### config.mk
export PLATFORM = sky130hd
export DESIGN_NAME = fetch_queue
export DESIGN_NICKNAME = d
export VERILOG_FILES = /design/src/rtl/fetch_queue.sv
export SDC_FILE = /design/constraint.sdc
export NUM_CORES = 1
export LEC_CHECK = 0
export BUFFER_PORTS_ARGS = -buffer_cell sky130_fd_sc_hd__clkbuf_2
export CORE_MARGIN = 2
export CORE_UTILIZATION = 52
export DETAILED_ROUTE_END_ITERATION = 10
export HOLD_SLACK_MARGIN = 0.03
export PLACE_DENSITY = 0.86
export SETUP_SLACK_MARGIN = 0.1
export SKIP_LAST_GASP = 1
export SYNTH_ARGS = -nofsm -noshare
export SYNTH_HDL_FRONTEND = slang
export SYNTH_SLANG_ARGS = --single-unit
export TNS_END_PERCENT = 5
### constraint.sdc
create_clock -name clk_i -period 4.2 [get_ports clk_i]
set_input_delay 0.42 -clock clk_i [delete_from_list [all_inputs] [get_ports clk_i]]
set_output_delay 0.42 -clock clk_i [all_outputs]
set_load 0.01 [all_outputs]
### src/rtl/fetch_queue.sv
// ---------------------------------------------------------------------------
// fetch_queue
//   In-order instruction fetch buffer between the PC / instruction memory and
//   decode. It also drives the PC advance/hold strobe (PCWrite_o) from its
//   own occupancy, and it drops everything it holds when the pipeline flushes.
//
//   Ports
//     clk_i          clock, rising edge
//     rst_i          synchronous reset, active low
//     pc_i/instr_i   fetch address and word, qualified by fetch_valid_i
//     PCWrite_o      1: fetch accepted, PC advances; 0: PC holds and refetches
//     flush_i        taken branch/jump; discard buffered and in-flight words
//     id_ready_i     decode consumes the head entry this cycle
//     id_valid_o     head entry valid
//     id_pc_o        head address (0 when empty)
//     id_pc_plus4_o  id_pc_o + 4 modulo 2^32 (4 when empty)
//     id_instr_o     head word (0 / nop when empty)
//     count_o        occupancy
//     flush_cnt_o    saturating count of flushes that discarded something
// ---------------------------------------------------------------------------
module fetch_queue #(
    parameter int DEPTH = 2,
    parameter int CNT_W = 16
) (
    input  logic                     clk_i,
    input  logic                     rst_i,
    input  logic [31:0]              pc_i,
    input  logic [31:0]              instr_i,
    input  logic                     fetch_valid_i,
    output logic                     PCWrite_o,
    input  logic                     flush_i,
    input  logic                     id_ready_i,
    output logic                     id_valid_o,
    output logic [31:0]              id_pc_o,
    output logic [31:0]              id_pc_plus4_o,
    output logic [31:0]              id_instr_o,
    output logic [$clog2(DEPTH):0]   count_o,
    output logic [CNT_W-1:0]         flush_cnt_o
);

    localparam int PTR_W = $clog2(DEPTH);
    localparam logic [PTR_W:0] FULL_CNT = (PTR_W+1)'(DEPTH);

    typedef struct packed {
        logic [31:0] pc;
        logic [31:0] instr;
    } entry_t;

    // Storage has no reset; only the pointers and count define what is valid.
    entry_t           mem_q [DEPTH];
    logic [PTR_W-1:0] rptr_q;
    logic [PTR_W-1:0] wptr_q;
    logic [PTR_W:0]   count_q;
    logic [CNT_W-1:0] flush_cnt_q;

    logic   push;
    logic   pop;
    logic   flush_hit;
    entry_t head;

    // Accept/hold and valid depend on registered state only, so neither
    // flush_i nor id_ready_i has a combinational path to the PC.
    assign PCWrite_o  = (count_q < FULL_CNT);
    assign id_valid_o = (count_q != '0);

    assign push = fetch_valid_i & PCWrite_o  & ~flush_i;
    assign pop  = id_valid_o    & id_ready_i & ~flush_i;

    // A flush only counts when it actually threw something away: a buffered
    // entry or the word being fetched this cycle.
    assign flush_hit = flush_i & ((count_q != '0) | fetch_valid_i);

    // First-word fall-through from the registered head slot.
    assign head          = mem_q[rptr_q];
    assign id_pc_o       = id_valid_o ? head.pc    : 32'h0;
    assign id_instr_o    = id_valid_o ? head.instr : 32'h0;
    assign id_pc_plus4_o = id_pc_o + 32'd4;

    assign count_o     = count_q;
    assign flush_cnt_o = flush_cnt_q;

    always_ff @(posedge clk_i) begin
        if (push) begin
            mem_q[wptr_q] <= '{pc: pc_i, instr: instr_i};
        end
    end

    always_ff @(posedge clk_i) begin
        if (!rst_i) begin
            rptr_q      <= '0;
            wptr_q      <= '0;
            count_q     <= '0;
            flush_cnt_q <= '0;
        end else if (flush_i) begin
            rptr_q  <= '0;
            wptr_q  <= '0;
            count_q <= '0;
            if (flush_hit && !(&flush_cnt_q)) begin
                flush_cnt_q <= flush_cnt_q + 1'b1;
            end
        end else begin
            // Pointers are exactly log2(DEPTH) bits, so they wrap on overflow.
            if (push) wptr_q <= wptr_q + 1'b1;
            if (pop)  rptr_q <= rptr_q + 1'b1;
            case ({push, pop})
                2'b10:   count_q <= count_q + 1'b1;
                2'b01:   count_q <= count_q - 1'b1;
                default: count_q <= count_q;
            endcase
        end
    end

endmodule

Word-level counts from Yosys, hierarchy flattened
Memories as Yosys holds them, arrays and structs flattened. A register that Yosys moved wholly into a read port is not among the register bits.
Index checks and enable logic that the tools add are counted.
Widths: inputs -> output; s select.
{ "word_totals": {"out_inout_bits": 116, "elab_cells": 36, "register_bits": 20, "mem_bits_rw": 128, "inputBits": 69, "mem_count": 1} }
{ "memory_table": {"columns": ["name", "words", "word_bits", "read_ports", "rd_ports_with_merged_regs", "write_ports", "line_no", "text"], "rows": [
  ["mem_q", 2, 64, 1, 1, 1, "50", "entry_t mem_q [DEPTH];"]
]} }
{ "classes": {"n_mux": 7, "n_eq_ne": 2, "bitwise_logic": 8, "n_reduce_logical": 7, "n_lt_le_gt_ge": 1, "n_addsub": 6} }
{ "op_table": {"columns": ["operator", "count"], "rows": [
  ["$mux 32", 2],
  ["$add 32x3->32 const B", 1],
  ["$add 16x1->16 const B", 1],
  ["$reduce_and 16->1", 1],
  ["$and 1x1->1", 5],
  ["$mux 1", 4],
  ["$pmux 2 s2", 1],
  ["$reduce_bool 2->1", 2],
  ["$add 1x1->1 const B", 2],
  ["$add 2x1->2 const B", 1],
  ["$eq 2x1->1 const B", 1],
  ["$eq 2x2->1 const B", 1],
  ["$lt 2x2->1 const B", 1],
  ["$not 1->1", 2],
  ["$reduce_and 2->1", 1],
  ["$reduce_or 2->1", 1],
  ["$sub 2x1->2 const B", 1],
  ["$logic_and 1x1->1", 1],
  ["$logic_not 1->1", 1],
  ["$or 1x1->1", 1]
]} }

Longest topological paths before layout
Gate-level depths: netlist of run 1.
{ "depth": {"word_depth": 5, "ltp_mapped": 12, "ltp_nobuf": 8} }

Worst setup path before layout of run 1
OpenSTA, ideal clock, no wires.
{ "synth_path": {"kind": "in2reg", "start": "input flush_i", "end": "memory mem_q[0][0] in the netlist's numbering, enable pin", "setup_slack_ns": 0.415, "path_buffers": 0, "cell_stages": 3, "t_arrival_ns": 3.299, "required_ns": 3.714, "setup_ns": 0.486, "path_cell_list": "nor2_1 -> nand2_1 -> nor2_1"} }
{ "synth_via": {"elab_chain_cells": 4} }
{ "synth_lines": {"columns": ["item", "line_no", "text"], "rows": [
  ["from (decl)", "31", "input logic flush_i,"],
  ["$not 1->1", "66", "assign push = fetch_valid_i & PCWrite_o & ~flush_i;"],
  ["$and 1x1->1", "66", null],
  ["$mux 1", "83", "if (push) begin"],
  ["$mux 1 (implied by the code)", "84", "mem_q[wptr_q] <= '{pc: pc_i, instr: instr_i};"],
  ["to (decl)", "50", null]
]} }
Every way passes these cells.

Worst setup path in the final report of run 1
{ "layout_path": {"start": "register count_q[1] (netlist: count_o[1])", "end": "output id_pc_plus4_o[14]"} }
{ "layout_via": {"elab_chain_cells": 3} }
{ "layout_lines": {"columns": ["item", "line_no", "text"], "rows": [
  ["from (decl)", "53", "logic [PTR_W:0] count_q;"],
  ["from (signal assigned)", "106", "2'b10: count_q <= count_q + 1'b1;"],
  ["from (signal assigned)", "107", "2'b01: count_q <= count_q - 1'b1;"],
  ["from (signal assigned)", "108", "default: count_q <= count_q;"],
  ["$reduce_bool 2->1", "64", "assign id_valid_o = (count_q != '0);"],
  ["$mux 32", "75", "assign id_pc_o = id_valid_o ? head.pc : 32'h0;"],
  ["$add 32x3->32", "77", "assign id_pc_plus4_o = id_pc_o + 32'd4;"],
  ["to (decl)", "35", "output logic [31:0] id_pc_plus4_o,"]
]} }
Every way passes these cells.

==> run summary, run 1 <==
Clock-pin slew was measured on the worst setup and hold paths at 60 ps. Summing every instance area after synthesis gives 0.00667 mm^2. In the final design database the tool counted 750 nets. The die covers 0.0138 mm^2. Synthesis inferred 149 register bits. The critical path class was register to primary output.

The data arrival time of the worst path is 3040 ps. The proportion of total power due to net switching came out at 0.199. Port buffering added 184 buffers.

The portion of the clock cycle consumed by the worst path in the final layout is 0.823. Most common cell after layout, fill and taps aside: clkbuf_2. The clock group share of total power was 0.449. Type of the worst min-delay path: primary input to register. The fraction of registers with async set or reset after synthesis was 0. From left edge to right edge, the die measures 117 um. For the worst slew margin relative to its limit, the log shows 0.500. Internal power comes to 2.71 mW. TritonCTS built the clock tree.

The number of detailed-routing iterations run before antenna repair was 4; the worst hold path cell count was 1. The final standard cell area without fillers is 0.00834 mm^2, and the shortest period the worst path allows is 3460 ps. Data on the critical path is required at its endpoint by 3780 ps. The count of cells in the finished layout, fillers not included, comes to 864. The run finished with clean final reports.

Measured along the y axis, the die boundary spans 117 um. The share of cells above drive strength 1 is 0.347, and the count of synthesis-stage warnings from yosys is 0. The sequential cell fraction of total power is 0.492, and the fraction of power consumed by combinational cells is 0.059. For this design the top-level I/O count stands at 185. Setup violations remaining at the end of the flow were counted as 0. Counting every instance in the synthesized netlist gives 490. For this run, design rule violations remaining after detail routing come to 0. The run gives 149 as the clock sink count. Counting the fill cells in the layout gives 922. The remaining global-route overflow is 0. CTS placed an instance of clkbuf_16 at the clock tree root. The logs give 21.7 mm for the first-pass GRT wire length and 673 uW for the power dissipated by switching net loads. The final total power is 3.38 mW.

The critical path runs through a total of 9 cells. The logs give 4,405 for the via count of the first global-routing pass and 202 ps for the final hold slack. The via density per instance works out to 5.23.

The final number of hold-violating endpoints is 0. The largest buffer count on any clock path was 2. Effective utilization at floorplan: 0.531. The core region is 0.0126 mm^2.

The count of nets left with antenna violations once routing finished came out at 0. The placed instances occupy a cell area of 0.00774 mm^2. The logs give 0.000255 V for the worst IR drop on VDD and 0.208 for the global router's overall resource usage. On the critical path, the stage with the largest delay is an instance of dfxtp_1. Across the run, the number of max-cap violations was 0.

Walking the worst path, the cells encountered are nor2_4, buf_4, nor2_1, ha_1, nor4b_4, nand4_4, nor4_1, xor2_1, clkbuf_2. The run gives 400 ps as the source-to-sink clock delay at the later pin of the worst-skew pair. The worst setup path is captured at a primary output.

The sequential share of the synthesized area was 0.639. Across the routed clock network, the largest skew measured is 6.24 ps. STA classifies the critical path startpoint as a register. The tools report the max-slew violation count as 0. For the routed wire length, the log shows 14.0 mm.

Entering global routing, the biggest net connects 56 pins. For this run, the slowest stage of the critical path takes 470 ps. The total buffers and inverters traversed by the critical path works out to 2.

The number of antenna violations at the first check in global routing is 1. The detailed router finished its first iteration with 215 violations. Compared with the post-synthesis result, the final layout area differs by 25.0%. Counting distinct cell types in the post-synthesis netlist gives 48. The transition time of the tightest slew-check pin is 748 ps.

Synthesis produced a netlist with a net count of 562. Dividing the synthesized area by the synthesized cell count gives 13.6 um^2. Leaving out fill and tap cells, the most frequent cells in the layout are clkbuf_2 (184), edfxtp_1 (128), nor2_1 (73), mux2i_1 (64), xor2_1 (29). The run gives 3.27 nW as the leakage power. Setup repair after global routing left no endpoint under its margin. The run gives 41 as the number of rows created at floorplan.

Total power divided by cell area: 405 mW/mm^2. For the number of cells in the design after placement, the log shows 831. TritonCTS created 17 clock buffers.

After detailed routing, the average wire length per cell comes to 16.2 um. Detailed placement ended at an HPWL of 9.94 mm. For the worst flop-to-flop path, the logic depth is 4. For this run, the leading register cell type out of synthesis is edfxtp_1.

The run gives 0 as the total of hold buffers inserted after clock tree synthesis. In this run the number of H-tree levels came out at 4. The kind of cell with the highest combined delay along the critical path is simple AND/OR/NAND/NOR gates.

Once the clock tree was built, the setup fixing pass inserted 0 buffers. The number of enable flip-flop cells after synthesis is 128. For the final weighted congestion in routability-driven placement, the log shows 0.871. The largest fanout of any net on the critical path is 50. Derived from the worst setup path, the maximum achievable clock frequency is 0.289 GHz. After routing, the total negative slack on setup checks comes to 0 ps.

Gates resized during post-CTS repair numbered 0. For the detailed-route via count, the log shows 4,519.
## synth_stat cells (all sizes together) (4+ instances only)
master,n,area share
a211oi,5,0.0090
and2,12,0.011
and4,4,0.0053
buf,18,0.021
clkbuf,4,0.0022
dfxtp,21,0.063
edfxtp,128,0.58
inv,8,0.0045
mux2i,65,0.098
nand2,18,0.010
nand3,17,0.014
nand3b,6,0.0068
nand4,12,0.017
nor2,77,0.044
nor3,20,0.019
nor4,8,0.010
xnor2,15,0.020
xor2,29,0.038
## cells by family (layout without fill, tap and decap cells)
family | after synthesis | count (layout) | synth area share
xor gates and xnor gates | 44 | 44 | 0.0578
buffers and inverters | 30 | 231 | 0.0276
muxes | 65 | 65 | 0.0981
and+or+nand+nor | 184 | 184 | 0.149
adders and majority gates | 3 | 3 | 0.00563
AOI/OAI and AO/OA | 15 | 15 | 0.0223
DFF | 149 | 149 | 0.639
other | 0 | 1 | 0
## cell type report
type / instances / area, um^2 / area share
flip-flops and latches: 149 / 4270 / 0.512
diodes: 1 / 2.50 / 0.000300
clock buffers: 19 / 433 / 0.0519
repair buffers: 191 / 986 / 0.118
multi-input cells: 311 / 2240 / 0.269
inverters: 8 / 30.0 / 0.00360
clock inverters: 13 / 163 / 0.0195
well taps: 172 / 215 / 0.0258
## stage by stage
step	utilization	setup slack (ps)
after global placement	0.616	1340
final	0.664	744
after global routing	0.663	489
after floorplan	-	415
after detailed placement	0.616	1190
after CTS	0.663	736
## registers in the layout, summed over array words and instances (netlist names), named ones only
name	cells
wptr_q	1
flush_cnt_o	16
mem_q	128
count_o	2
rptr_q	1
## final timing paths
check | from | end | slack (ps)
worst min-delay path | instr_i[31] | mem_q[1][31]$_DFFE_PP_ | 200
worst max-delay path | count_o[1]$_SDFFE_PP0P_ | id_pc_plus4_o[14] | 740
worst max register to register | count_o[1]$_SDFFE_PP0P_ | mem_q[1][52]$_DFFE_PP_ | 2080
worst min register to register | rptr_q$_SDFFE_PP0P_ | rptr_q$_SDFFE_PP0P_ | 520
## power by group through the flow
| stage | clock network (mW) | registers [mW] | logic, mW |
|---|---|---|---|
| after detailed placement | 0 | 1.69 | 0.201 |
| after floorplan | 0 | 1.69 | 0.107 |
| after global routing | 1.61 | 1.67 | 0.221 |
| final | 1.52 | 1.66 | 0.200 |
| after global placement | 0 | 1.69 | 0.194 |
| after CTS | 1.54 | 1.66 | 0.202 |
## routing by layer
layer	track usage	part of all wire
met3	0.0675	0.071
met2	0.345	0.50
met5	0	0.00079
met1	0.253	0.41
met4	0.0792	0.012
Power figures use the tool's default switching activity.
==> run 2, diff against run 1 <==
- ABC_AREA: default -> 1
- CORE_UTILIZATION: 52 -> 48
- PLACE_DENSITY: 0.86 -> 0.84
- clock period: 4.2 -> 3.17 ns (I/O delays scaled with it)
==> run summary, run 2 <==
The tools report the final standard cell area without fillers as 0.00863 mm^2 (+3.4%). The worst endpoint required time is 2850 ps (-930 ps). The cell area after placement came out at 0.00805 mm^2 (+4.0%). The tools report the worst IR drop on VDD as 0.000287 V (+13%).

The register bit total from synthesis was 149 (unchanged). In this run the critical register-to-register path is launched from count_o[1]$_SDFFE_PP0P_. The total power divided by cell area was 511 mW/mm^2 (+26%).

The number of DRC markers after the initial detailed-route iteration is 358 (+67%), and the shortest period the worst path allows is 2860 ps. The worst setup path is captured at a primary output. The unique cell type count in the Yosys netlist was 29 (-40%); the number of standard cells in the final layout excluding fillers was 1,125 (+30%). The tools report the routed wire length as 17.1 mm (+23%).

The share of cells above drive strength 1 was 0.275 (-0.0721); the source-to-sink clock delay at the later pin of the worst-skew pair was 410 ps (about the same). Final weighted congestion in routability-driven placement: 0.979 (+12%). The data arrival time of the worst path came out at 2540 ps (-500 ps). Port buffer count: 184 (unchanged). The flip-flop cell with the highest count after synthesis is edfxtp_1.

Number of nets at the end of the flow: 1,000 (+33%). The die boundary height works out to 125 um (+6.2%). Based on the critical path, the design can be clocked at up to 0.349 GHz. The average footprint of a synthesized cell is 9.41 um^2 (-31%). Capture instance of the worst register-to-register path: count_o[1]$_SDFFE_PP0P_.

The number of remaining DRC errors is 0 (unchanged), and the worst setup skew after layout is 7.74 ps (+1.51 ps). Final hold slack: 91.1 ps (-111 ps). The average detailed-routed wire length per instance was 15.2 um (-5.8%). For the post-synthesis cell area, the log shows 0.00698 mm^2 (+4.6%). The share of the synthesized area in the top cell type was 0.551 (-0.0251); the post-cts resize count was 0 (unchanged).

The run gives 308 ps (-436 ps) as the worst setup margin. The run finished with clean final reports. The depth of the worst register-to-register path was 9 (+5); the global router's overall resource usage was 0.221 (+0.0132).

The run gives 5 (+1) as the number of detailed-routing iterations run before antenna repair. The tools report the largest net degree at the start of global routing as 45 (-20%). The run gives 3.78 nW (+15%) as the leakage power. The die outline area was 0.0155 mm^2 (+13%). After synthesis, the cell types taking the most area are edfxtp_1 (55%), nand2_1 (15%), dfxtp_1 (6.0%).

The logs give 0 (unchanged) for the number of buffers inserted by post-CTS setup repair and 0 (unchanged) for the count of synthesis-stage warnings from yosys. Placement-stage worst setup slack: 744 ps (-450 ps). Setup repair after global routing left no endpoint under its margin.

The post-DP HPWL was 12.5 mm (+25%); the number of cells in the design after placement was 1,093 (+32%). Final number of hold-violating endpoints: 0 (unchanged). The final total power is 4.41 mW (+30%). Counting flops per register, the top entry is mem_q. The startpoint class of the critical path was a register.

The number of enable flip-flop cells after synthesis came out at 128 (unchanged). For the total inserted antenna cells, the log shows 0 (-1). The width of the die works out to 125 um (+6.2%). The flip-flop count of the largest register, all copies and words added works out to 128 (unchanged). The logs give 0 (unchanged) for the max-slew violation count and 813 (+45%) for the synthesized netlist net count. Critical path class: register to primary output.

In the layout the commonest cells are nand2_1 (278), clkbuf_2 (184), edfxtp_1 (128), nor2_1 (67), a21oi_1 (52). For the sequential share of the synthesized area, the log shows 0.611 (-0.0279). The core outline area was 0.0144 mm^2 (+14%); the number of antenna violations at the first check in global routing was 2 (+1).

The run gives 4 (unchanged) as the H-tree depth. Via density per instance: 5.10 (-2.4%). The fraction of registers with async set or reset after synthesis was 0 (unchanged); the remaining global-route overflow was 0 (unchanged). By count the netlist is led by nand2_1 (278), edfxtp_1 (128), nor2_1 (69), a21oi_1 (52), inv_1 (51). In this run the worst setup path terminates at id_pc_plus4_o[11]. The number of cells produced by synthesis came out at 741 (+51%).

The post-layout utilization of the core is 0.600 (-0.0633), and the delay of the slowest cell on the worst path is 400 ps (-70 ps). The logs give 1150 ps (-930 ps) for the setup slack of the most critical reg-to-reg path and 149 (unchanged) for the clock sink count. The transition time of the tightest slew-check pin came out at 602 ps (-146 ps). Number of rows created at floorplan: 44 (+7.3%). The first-pass GRT wire length was 27.0 mm (+24%). The path class of the tightest hold or removal check is primary input to register.

The largest buffer count on any clock path was 2 (unchanged). For the max-capacitance violation count, the log shows 0 (unchanged). Among all cell types in the netlist, the one instantiated most often is nand2_1.

Cell with the biggest individual delay on the critical path: dfxtp_2. The final setup violation count is 0 (unchanged). The logs give 5,741 (+27%) for the detailed-route via count and 0 (unchanged) for the remaining antenna violation count. The most common cell after layout, fill and taps aside was nand2_1. The area growth from synthesis to layout is 23.7%. Clock tree synthesis selected as its root buffer the cell clkbuf_16.

Total of hold buffers inserted after clock tree synthesis: 0 (unchanged). The I/O pin count was 185 (unchanged). TritonCTS built the clock tree. Worst hold path cell count: 1 (unchanged). Worst slew margin relative to its limit: 0.599 (+0.0985). The number of fill cells came out at 1,219 (+32%).

The most numerous cell type found on the critical path is nand2_1. The final total negative setup slack came out at 0 ps (unchanged). The run gives 17 (unchanged) as the CTS buffer count.

Portion of the clock cycle consumed by the worst path in the final layout: 0.903. The cell type contributing the most total cell area after synthesis was edfxtp_1. The CTS clock-pin slew for the worst setup and hold paths is 60 ps (about the same), and the largest fanout of any net on the critical path is 25 (-50%). The effective utilization at floorplan was 0.485 (-0.0454). Walking the worst path, the cells encountered are inv_2, buf_4, nand2_1, nand2_2, nand3_1, nor2_1, nand2_1, nor2_2, xor2_1, clkbuf_2. The tools report the via count of the first global-routing pass as 5,465 (+24%).
## run 2: kinds of logic (layout without fill, tap and decap cells)
family / count (synthesis) / in the layout / synth area share
AND/OR/NAND/NOR: 421 / 421 / 0.250
flip-flops: 149 / 149 / 0.611
buffers and inverters: 82 / 282 / 0.0554
adder cells (fa/ha/maj): 3 / 3 / 0.00538
XOR/XNOR: 26 / 26 / 0.0326
AO/OA/AOI/OAI: 60 / 60 / 0.0456
## run 2: routing by layer
layer | wire length [um] | up-vias | GRT usage
met5 | 16 | - | 0
met4 | 484 | 2 | 0.0952
met3 | 1270 | 41 | 0.0640
met2 | 8430 | 254 | 0.379
met1 | 6920 | 2646 | 0.258
li1 | - | 2798 | -
## run 2: cell type report
class | count | area, um^2 | share of cell area
well taps | 184 | 230 | 0.0267
multi-input cells | 510 | 2340 | 0.272
clock inverters | 14 | 141 | 0.0164
repair buffers | 196 | 1010 | 0.117
clock buffers | 18 | 429 | 0.0498
flip-flops and latches | 149 | 4270 | 0.494
inverters | 54 | 204 | 0.0236
## run 2: how the worst min path moves through the flow
stage / start / end
2_1_floorplan: instr_i[0] / mem_q[0][0]$_DFFE_PP_
3_3_place_gp: rptr_q$_SDFFE_PP0P_ / register
3_5_place_dp: rptr_q$_SDFFE_PP0P_ / register
4_1_cts: pc_i[12] / mem_q[0][44]$_DFFE_PP_
5_1_grt: pc_i[10] / mem_q[1][42]$_DFFE_PP_
6_report: pc_i[12] / mem_q[1][44]$_DFFE_PP_
## run 2: report_power, final
group | switching, mW | internal, mW
clock network | 0.815 | 1.10
registers | 0.0153 | 2.18
logic | 0.192 | 0.100
total | 1.02 | 3.39
## run 2: worst max-delay path, delay by kind of cell (launching register included)
family | cells | cell delay, ps
XOR/XNOR | 1 | 170
buffers and inverters | 3 | 600
flip-flops | 1 | 400
AND/OR/NAND/NOR | 6 | 950
==> run 3, diff against run 2 <==
- CORE_UTILIZATION: 48 -> 57
- PLACE_DENSITY: 0.84 -> 0.92
- clock period: 3.17 -> 3.4 ns (I/O delays scaled with it)
==> run summary, run 3 (synthesis results as in run 2) <==
The flow ran to the end, and the final reports show no timing, DRC or antenna violations. The routed wire length is 16.3 mm (-4.8%). The run gives 1.39 mm (+9.6%) as the routed length on met3. The flip-flop count of the largest register, all copies and words added came out at 128 (unchanged). The worst setup skew after layout came out at 5.63 ps (-2.11 ps). The number of detailed-routing iterations run before antenna repair is 5 (unchanged), and the first-pass GRT wire length is 25.3 mm (-6.1%).

The final setup violation count was 0 (unchanged). STA classifies the critical path startpoint as a register. The worst slew margin relative to its limit is 0.534 (-0.0644).

The number of fill cells is 826 (-32%), and the via density per instance is 5.17 (+1.4%). The post-layout utilization of the core is 0.721 (+0.120). The worst IR drop on VDD was 0.000368 V (+28%). The CTS buffer count was 17 (unchanged); the share of cells above drive strength 1 was 0.272 (-0.00338). The tools report the number of nets at the end of the flow as 997 (-0.30%). The remaining antenna violation count came out at 0 (unchanged).

The logs give 420 ps (about the same) for the source-to-sink clock delay at the later pin of the worst-skew pair and 0.065 (about the same) for the fraction of power consumed by combinational cells. The run gives 0 (unchanged) as the number of remaining DRC errors. The effective utilization at floorplan was 0.583 (+0.0977). The register containing the most flip-flops in the final layout was mem_q. The largest fanout of any net on the critical path is 50 (+100%). The core outline area came out at 0.0120 mm^2 (-17%). The root buffer cell chosen for the clock tree is clkbuf_16. The final total negative setup slack is 0 ps (unchanged), and the number of buffers inserted by post-CTS setup repair is 0 (unchanged).

The highest routed metal layer is met4. The die boundary height was 115 um (-8.0%); the largest net degree at the start of global routing was 51 (+13%). Max-capacitance violation count: 0 (unchanged). The remaining global-route overflow was 0 (unchanged); the data arrival time of the worst path was 2780 ps (+240 ps).

For the power dissipated by switching net loads, the log shows 855 uW (-16%). The worst setup margin came out at 282 ps (-25.7 ps). The logs give 2 (unchanged) for the largest buffer count on any clock path and 0.255 (+0.0345) for the global router's overall resource usage. The max-slew violation count came out at 0 (unchanged).

Critical path class: register to primary output. Number of DRC markers after the initial detailed-route iteration: 385 (+7.5%). The tools report the placement-stage worst setup slack as 609 ps (-136 ps). The portion of the clock cycle consumed by the worst path in the final layout was 0.917; the total power divided by cell area was 485 mW/mm^2 (-5.1%). The final number of hold-violating endpoints is 0 (unchanged), and the leakage power is 3.80 nW (+0.50%).

The tools report the final weighted congestion in routability-driven placement as 0.929 (-5.1%). The worst setup path is captured at a primary output. The shortest period the worst path allows is 3120 ps.

The average detailed-routed wire length per instance works out to 15.0 um (-1.4%). The cell area after placement came out at 0.00800 mm^2 (-0.70%). The die outline area was 0.0131 mm^2 (-15%); the internal portion of total power was 3.33 mW (-1.8%).

Most common cell after layout, fill and taps aside: nand2_1. The sequential cell fraction of total power is 0.491 (-0.008), and the CTS clock-pin slew for the worst setup and hold paths is 60 ps (about the same). The tools report the routed metal-1 wirelength as 6.42 mm (-7.2%). The area added between synthesis and finish is 23.6% (about the same), and the detailed-route via count is 5,623 (-2.1%). For the post-DP HPWL, the log shows 11.7 mm (-6.3%). The port buffer count works out to 184 (unchanged). In the layout the commonest cells are nand2_1 (278), clkbuf_2 (184), edfxtp_1 (128), nor2_1 (67), a21oi_1 (52). TritonCTS built the clock tree. The tools report the number of cells in the design after placement as 1,053 (-3.7%). The width of the die works out to 115 um (-8.0%). The worst hold path belongs to the class primary input to register.

The logs give 3060 ps (+210 ps) for the worst endpoint required time and 185 (unchanged) for the I/O pin count. The final standard cell area without fillers came out at 0.00862 mm^2 (about the same). The maximum clock rate is 0.321 GHz. The number of rows created at floorplan was 40 (-9.1%).

Setup repair after global routing could not meet its margin everywhere. The H-tree depth was 4 (unchanged). The logs give 0.444 (+0.009) for the clock group share of total power and 8.14 mm (-3.4%) for the sum of met2 wire segment lengths after detailed routing. The transition time of the tightest slew-check pin is 697 ps (+95.0 ps). The proportion of total power due to net switching is 0.204 (-0.0274), and the via count of the first global-routing pass is 5,231 (-4.3%). The number of standard cells in the final layout excluding fillers came out at 1,087 (-3.4%).

For the number of antenna violations at the first check in global routing, the log shows 1 (-1). Clock sink count: 149 (unchanged).
==> run 3: power by group through the flow <==
stage	clock, mW	sequential, mW	combinational [mW]
after global routing	1.95	2.06	0.298
after floorplan	0	2.09	0.148
final	1.86	2.05	0.271
after global placement	0	2.09	0.261
after CTS	1.89	2.05	0.270
after detailed placement	0	2.09	0.268
==> run 3: final cells by class <==
type | count | area (um^2) | share of cell area
clock inverters | 7 | 93.8 | 0.0109
clock buffers | 25 | 515 | 0.0598
well taps | 147 | 184 | 0.0213
multi-input cells | 510 | 2340 | 0.272
flip-flops and latches | 149 | 4270 | 0.495
diodes | 2 | 5.00 | 0.000581
repair buffers | 193 | 1010 | 0.117
inverters | 54 | 203 | 0.0235
==> run 3: final timing paths <==
check / depth (start not counted) / startpoint / to / slack [ps]
worst max-delay path: 12 / register / id_pc_plus4_o[12] / 280
worst min-delay path: 1 / pc_i[17] / mem_q[0][49]$_DFFE_PP_ / 110
worst max register to register: 9 / count_o[1]$_SDFFE_PP0P_ / count_o[1]$_SDFFE_PP0P_ / 1140
worst min register to register: 2 / rptr_q$_SDFFE_PP0P_ / rptr_q$_SDFFE_PP0P_ / 470
==> run 3: routing by layer <==
metal / vias to the layer above / global-route usage
met5: - / 0
met4: 0 / 0.108
met3: 29 / 0.0836
met2: 243 / 0.427
met1: 2563 / 0.304
li1: 2788 / -
==> run 3: per-stage QoR <==
stage          hold slack (ps)  power, mW
6_report                   108       4.18
5_1_grt                   96.0       4.30
4_1_cts                   91.8       4.21
2_1_floorplan              439       2.24
3_5_place_dp               464       2.36
3_3_place_gp               458       2.35
==> run 3: worst max-delay path, stage by stage, from the launching register on <==
cell and delay [ps]:
dfxtp_2 520, buf_6 390, nand2_1 100, nand2_1 110
nand2_1 50, inv_1 100, ha_1 210, inv_1 110
nor2_4 180, nand2_2 120, nor2_2 150, xor2_1 160
clkbuf_2 150
==> run 3: what timing repair did <==
item	in CTS	in global routing
gates resized for setup	0	2
endpoints found under the setup margin	0	10
hold buffers	0	0
